## src/rtl/stream_arb2.sv

```systemverilog
// stream_arb2: two-input valid/ready arbiter that drives the select line of an
// external 2:1 data mux. The mux output is captured into a one-entry output
// register, which has its own valid/ready handshake towards the downstream consumer.
//
// Build option: define STREAM_ARB2_RR_EN for round-robin tie-breaking.
// Without it, ties use fixed priority and stream A always wins.
module stream_arb2 #(
    parameter int unsigned WIDTH = 100,
    parameter int unsigned CNT_W = 16
) (
    input  logic             clk,
    input  logic             rst_n,
    input  logic             a_valid,
    output logic             a_ready,
    input  logic             b_valid,
    output logic             b_ready,
    output logic             sel,
    input  logic [WIDTH-1:0] mux_out,
    output logic [WIDTH-1:0] out_data,
    output logic             out_valid,
    input  logic             out_ready,
    output logic [CNT_W-1:0] xfer_cnt
);

    typedef enum logic {
        StEmpty = 1'b0,
        StFull  = 1'b1
    } out_state_e;

    out_state_e       state_q, state_d;
    logic [WIDTH-1:0] data_q, data_d;
    logic [CNT_W-1:0] cnt_q, cnt_d;
    logic             last_q, last_d;  // 1 = B was the most recent winner
    logic             sel_q, sel_d;
    logic             req_any;
    logic             grant_b;
    logic             can_load;
    logic             xfer;

    // Grant decision from the two valids and the last-winner pointer
    always_comb begin
        grant_b = 1'b0;
        case ({a_valid, b_valid})
            2'b01:   grant_b = 1'b1;
            2'b11: begin
`ifdef STREAM_ARB2_RR_EN
                grant_b = ~last_q;
`else
                grant_b = 1'b0;
`endif
            end
            default: grant_b = 1'b0;
        endcase
    end

    // Handshakes and the select line; readies are forced low while reset is held
    always_comb begin
        req_any  = a_valid | b_valid;
        can_load = rst_n & ((state_q == StEmpty) | out_ready);
        a_ready  = can_load & a_valid & ~grant_b;
        b_ready  = can_load & b_valid & grant_b;
        xfer     = a_ready | b_ready;
        // With no request, sel keeps pointing at the previous winner
        sel      = req_any ? grant_b : sel_q;
    end

    // Next state of the output register, pointers and transfer counter
    always_comb begin
        state_d = state_q;
        data_d  = data_q;
        last_d  = last_q;
        sel_d   = sel_q;
        cnt_d   = cnt_q;
        if (xfer) begin
            // Covers both a fill from empty and a consume-and-reload on the same edge
            state_d = StFull;
            data_d  = mux_out;
            last_d  = grant_b;
            sel_d   = grant_b;
            cnt_d   = cnt_q + CNT_W'(1);
        end else if ((state_q == StFull) && out_ready) begin
            state_d = StEmpty;
        end
    end

    // State registers; reset drops any held word immediately
    always_ff @(posedge clk or negedge rst_n) begin
        if (!rst_n) begin
            state_q <= StEmpty;
            data_q  <= '0;
            last_q  <= 1'b1;
            sel_q   <= 1'b0;
            cnt_q   <= '0;
        end else begin
            state_q <= state_d;
            data_q  <= data_d;
            last_q  <= last_d;
            sel_q   <= sel_d;
            cnt_q   <= cnt_d;
        end
    end

    // Registered outputs only; there is no combinational path from mux_out
    always_comb begin
        out_valid = (state_q == StFull);
        out_data  = data_q;
        xfer_cnt  = cnt_q;
    end

endmodule

```

## config.mk

```make
export PLATFORM = sky130hd
export DESIGN_NAME = stream_arb2
export DESIGN_NICKNAME = d
export VERILOG_FILES = /design/src/rtl/stream_arb2.sv
export SDC_FILE = /design/constraint.sdc
export NUM_CORES = 1
export LEC_CHECK = 0
export CAP_MARGIN = 20
export CORE_MARGIN = 8
export CORE_UTILIZATION = 35
export CTS_BUF_LIST = sky130_fd_sc_hd__clkbuf_2 sky130_fd_sc_hd__clkbuf_4 sky130_fd_sc_hd__clkbuf_8
export CTS_CLUSTER_DIAMETER = 200
export DETAILED_ROUTE_END_ITERATION = 8
export DONT_BUFFER_PORTS = 1
export GPL_TIMING_DRIVEN = 0
export PLACE_DENSITY = 0.57
export SYNTH_ARGS = -nofsm -noshare
export SYNTH_HDL_FRONTEND = slang
export SYNTH_SLANG_ARGS = --single-unit
```

## constraint.sdc

```tcl
create_clock -name clk -period 2.9 [get_ports clk]
set_clock_uncertainty 0.05 [all_clocks]
set_input_delay 0.58 -clock clk [delete_from_list [all_inputs] [get_ports clk]]
set_output_delay 0.58 -clock clk [all_outputs]
set_load 0.02 [all_outputs]
```

==> flow_summary.ini <==
[layout]
antennaDiodeCount = 0
layout_commonest_cell = nand2_1
areaGrowthSynthToFinish_pct = 13.40
drive_gt1_frac = 0.09416
most-common-layout-cells = 308 x nand2_1, 118 x dfrtp_1, 20 x clkbuf_8, 14 x buf_2, 9 x xnor2_1
finalNetCount = 624

[yosys]
synth_area_per_cell_um2 = 9.170
synth_top_flop_cell = dfrtp_1
yosys_warnings = 0
synthArstFlopShare = 1.000
syn_inst = 499
synth-edff-count = 0
synth_nets = 605
synthDistinctLibCells = 21
ys_ff_latch = 118
syn-cell-area_um2 = 4576
ys_seq_area_frac = 0.6453

[route]
vias = 3318
route.detailed.drc = 0
drt-initial-drc-count = 173
wl_per_cell_um = 18.13
first_pass_iters = 4
wl_um = 12750
ant_nets = 0
vias_per_cell = 4.720

[worst_setup_path]
crit_path_max_fanout = 6
crit_path_start_kind = flop
crit_path_end_kind = output port
cp.arrival_ns = 1.62
worstSetupPathType = flop to output port
required_ns = 2.27

[clocking]
path_clk_slew_ns = 0.07
clk_root_buffer_cell = clkbuf_8
clk_latency_ns = 0.40
cts_resized = 0
postCtsSetupRepairBufs = 0
cts_buffers = 17
clock_path_buffers = 2
cts_tree = yes
h-tree-depth = 4
clock_sinks = 118

[power]
leakage_nw = 2.770
irDropWorstVdd_uv = 285.8
p_per_area_nw_per_um2 = 846.6

[timing]
setup-tns-final_ns = 0
rsz0062_at_grt = no
fmax_mhz = 444.1
slew_headroom = 0.6258
tightestPinTransition_ns = 0.5608
setup_viol = 0
holdWs_ns = -0.1869
fin_crit_ns = 2.252
period_share = 0.7765
hold_viol = 118
slew_viol_final = 0

[global_route]
first_global_vias = 3445
grtUsageTotal = 0.1498
grt_max_degree = 124
grt_pass1_wl_um = 19300
antenna_found_initial = 0
grt.overflow.total = 0

[placed_design]
port_buffers = 0
place.gp.congestion = 0.7916
dp_hpwl_um = 9418

[floorplanning]
die_h_um = 130.3
die_w_um = 130.3
core_area_um2 = 12670
dieArea_um2 = 16990
top_level_ports = 225
initial_core_util = 0.3611
placementRows = 41

[status]
failed_checks = hold timing
status = complete, but fails checks

[run]
maxCapViolCount = 0

[worst_hold_path]
hold_class = primary input to async pin
==> layout make-up <==
class,instances,area (um2)
clock buffer,23,297.8
tap,172,215.2
buffer,24,126.4
clock inverter,9,100.1
fill,1304,7482
multi-input combinational,357,1496
sequential,118,2953
==> power by group <==
group | leakage, nW | internal (mW) | total (mW) | switching (mW)
logic | 1.09 | 0.155 | 0.393 | 0.238
clock network | 0.206 | 0.854 | 1.49 | 0.636
registers | 1.47 | 1.91 | 2.51 | 0.597
total | 2.77 | 2.92 | 4.39 | 1.47
==> worst paths after layout <==
kind / from / endpoint / depth (start not counted) / slack [ns]
worst max-delay path: out_valid / b_ready / 4 / 0.65
worst min-delay path: rst_n / xfer_cnt[14] / 0 / -0.19
worst max register to register: xfer_cnt[2] / xfer_cnt[13] / 4 / 1.11
worst min register to register: sel_q / sel_q / 2 / 0.47
max in group asynchronous: rst_n / out_data[10] / 0 / 2.79
min in group clk: mux_out[91] / out_data[91] / 2 / 0.22
==> worst max-delay path, cell delays in order, from the launching register on <==
cell and delay, ns:
dfrtp_1 0.47, nand2b_2 0.18, and2_1 0.16, nand2_1 0.06
nor2_1 0.35
==> cell usage after synthesis, types with 2 or more instances <==
cell type | instances | area (um2)
clkbuf_1 | 8 | 30.03
and4_1 | 2 | 17.52
xor2_1 | 6 | 52.55
xnor2_1 | 9 | 78.83
nand4_1 | 5 | 31.28
buf_2 | 14 | 70.07
nor2_1 | 6 | 22.52
and3_1 | 3 | 18.77
dfrtp_1 | 118 | 2953
nand2_1 | 308 | 1156
nor3_1 | 5 | 25.02
nand3_1 | 6 | 30.03
==> sequential cells by signal (all words and copies together), names as in the netlist <==
name	cells
sel_q	1
out_data	100
xfer_cnt	16
out_valid	1
==> cell families (layout without fill, tap and decap cells) <==
logic type | after synthesis | count (layout) | share of synthesized area
AOI/OAI and AO/OA | 4 | 4 | 0.007929
and+or+nand+nor | 337 | 337 | 0.2877
DFF | 118 | 118 | 0.6453
adders and majority gates | 1 | 1 | 0.002734
buffers and inverters | 24 | 56 | 0.02762
xor gates and xnor gates | 15 | 15 | 0.02871
==> layer usage <==
metal / up-vias / global-route usage / wire length (um)
li1: 1568 / - / -
met1: 1568 / 0.1683 / 4881
met2: 172 / 0.2371 / 5843
met3: 10 / 0.08527 / 1896
met4: 0 / 0.04659 / 125
met5: - / 0 / 0
==> stage by stage <==
| step | total power [mW] | cells | instance area [um2] | setup slack (ns) | utilization |
|---|---|---|---|---|---|
| after detailed placement | 2.954 | 671 | 4791 | 0.9472 | 0.3781 |
| after floorplan | 2.765 | 499 | 4576 | 1.078 | - |
| after global routing | 4.646 | 703 | 5189 | 0.5636 | 0.4095 |
| final | 4.393 | 703 | 5189 | 0.6482 | 0.4095 |
| after CTS | 4.474 | 703 | 5189 | 0.6023 | 0.4095 |
| after global placement | 2.932 | 671 | 4791 | 0.9606 | 0.3781 |
Note: power is estimated with default switching activity, not from simulation.
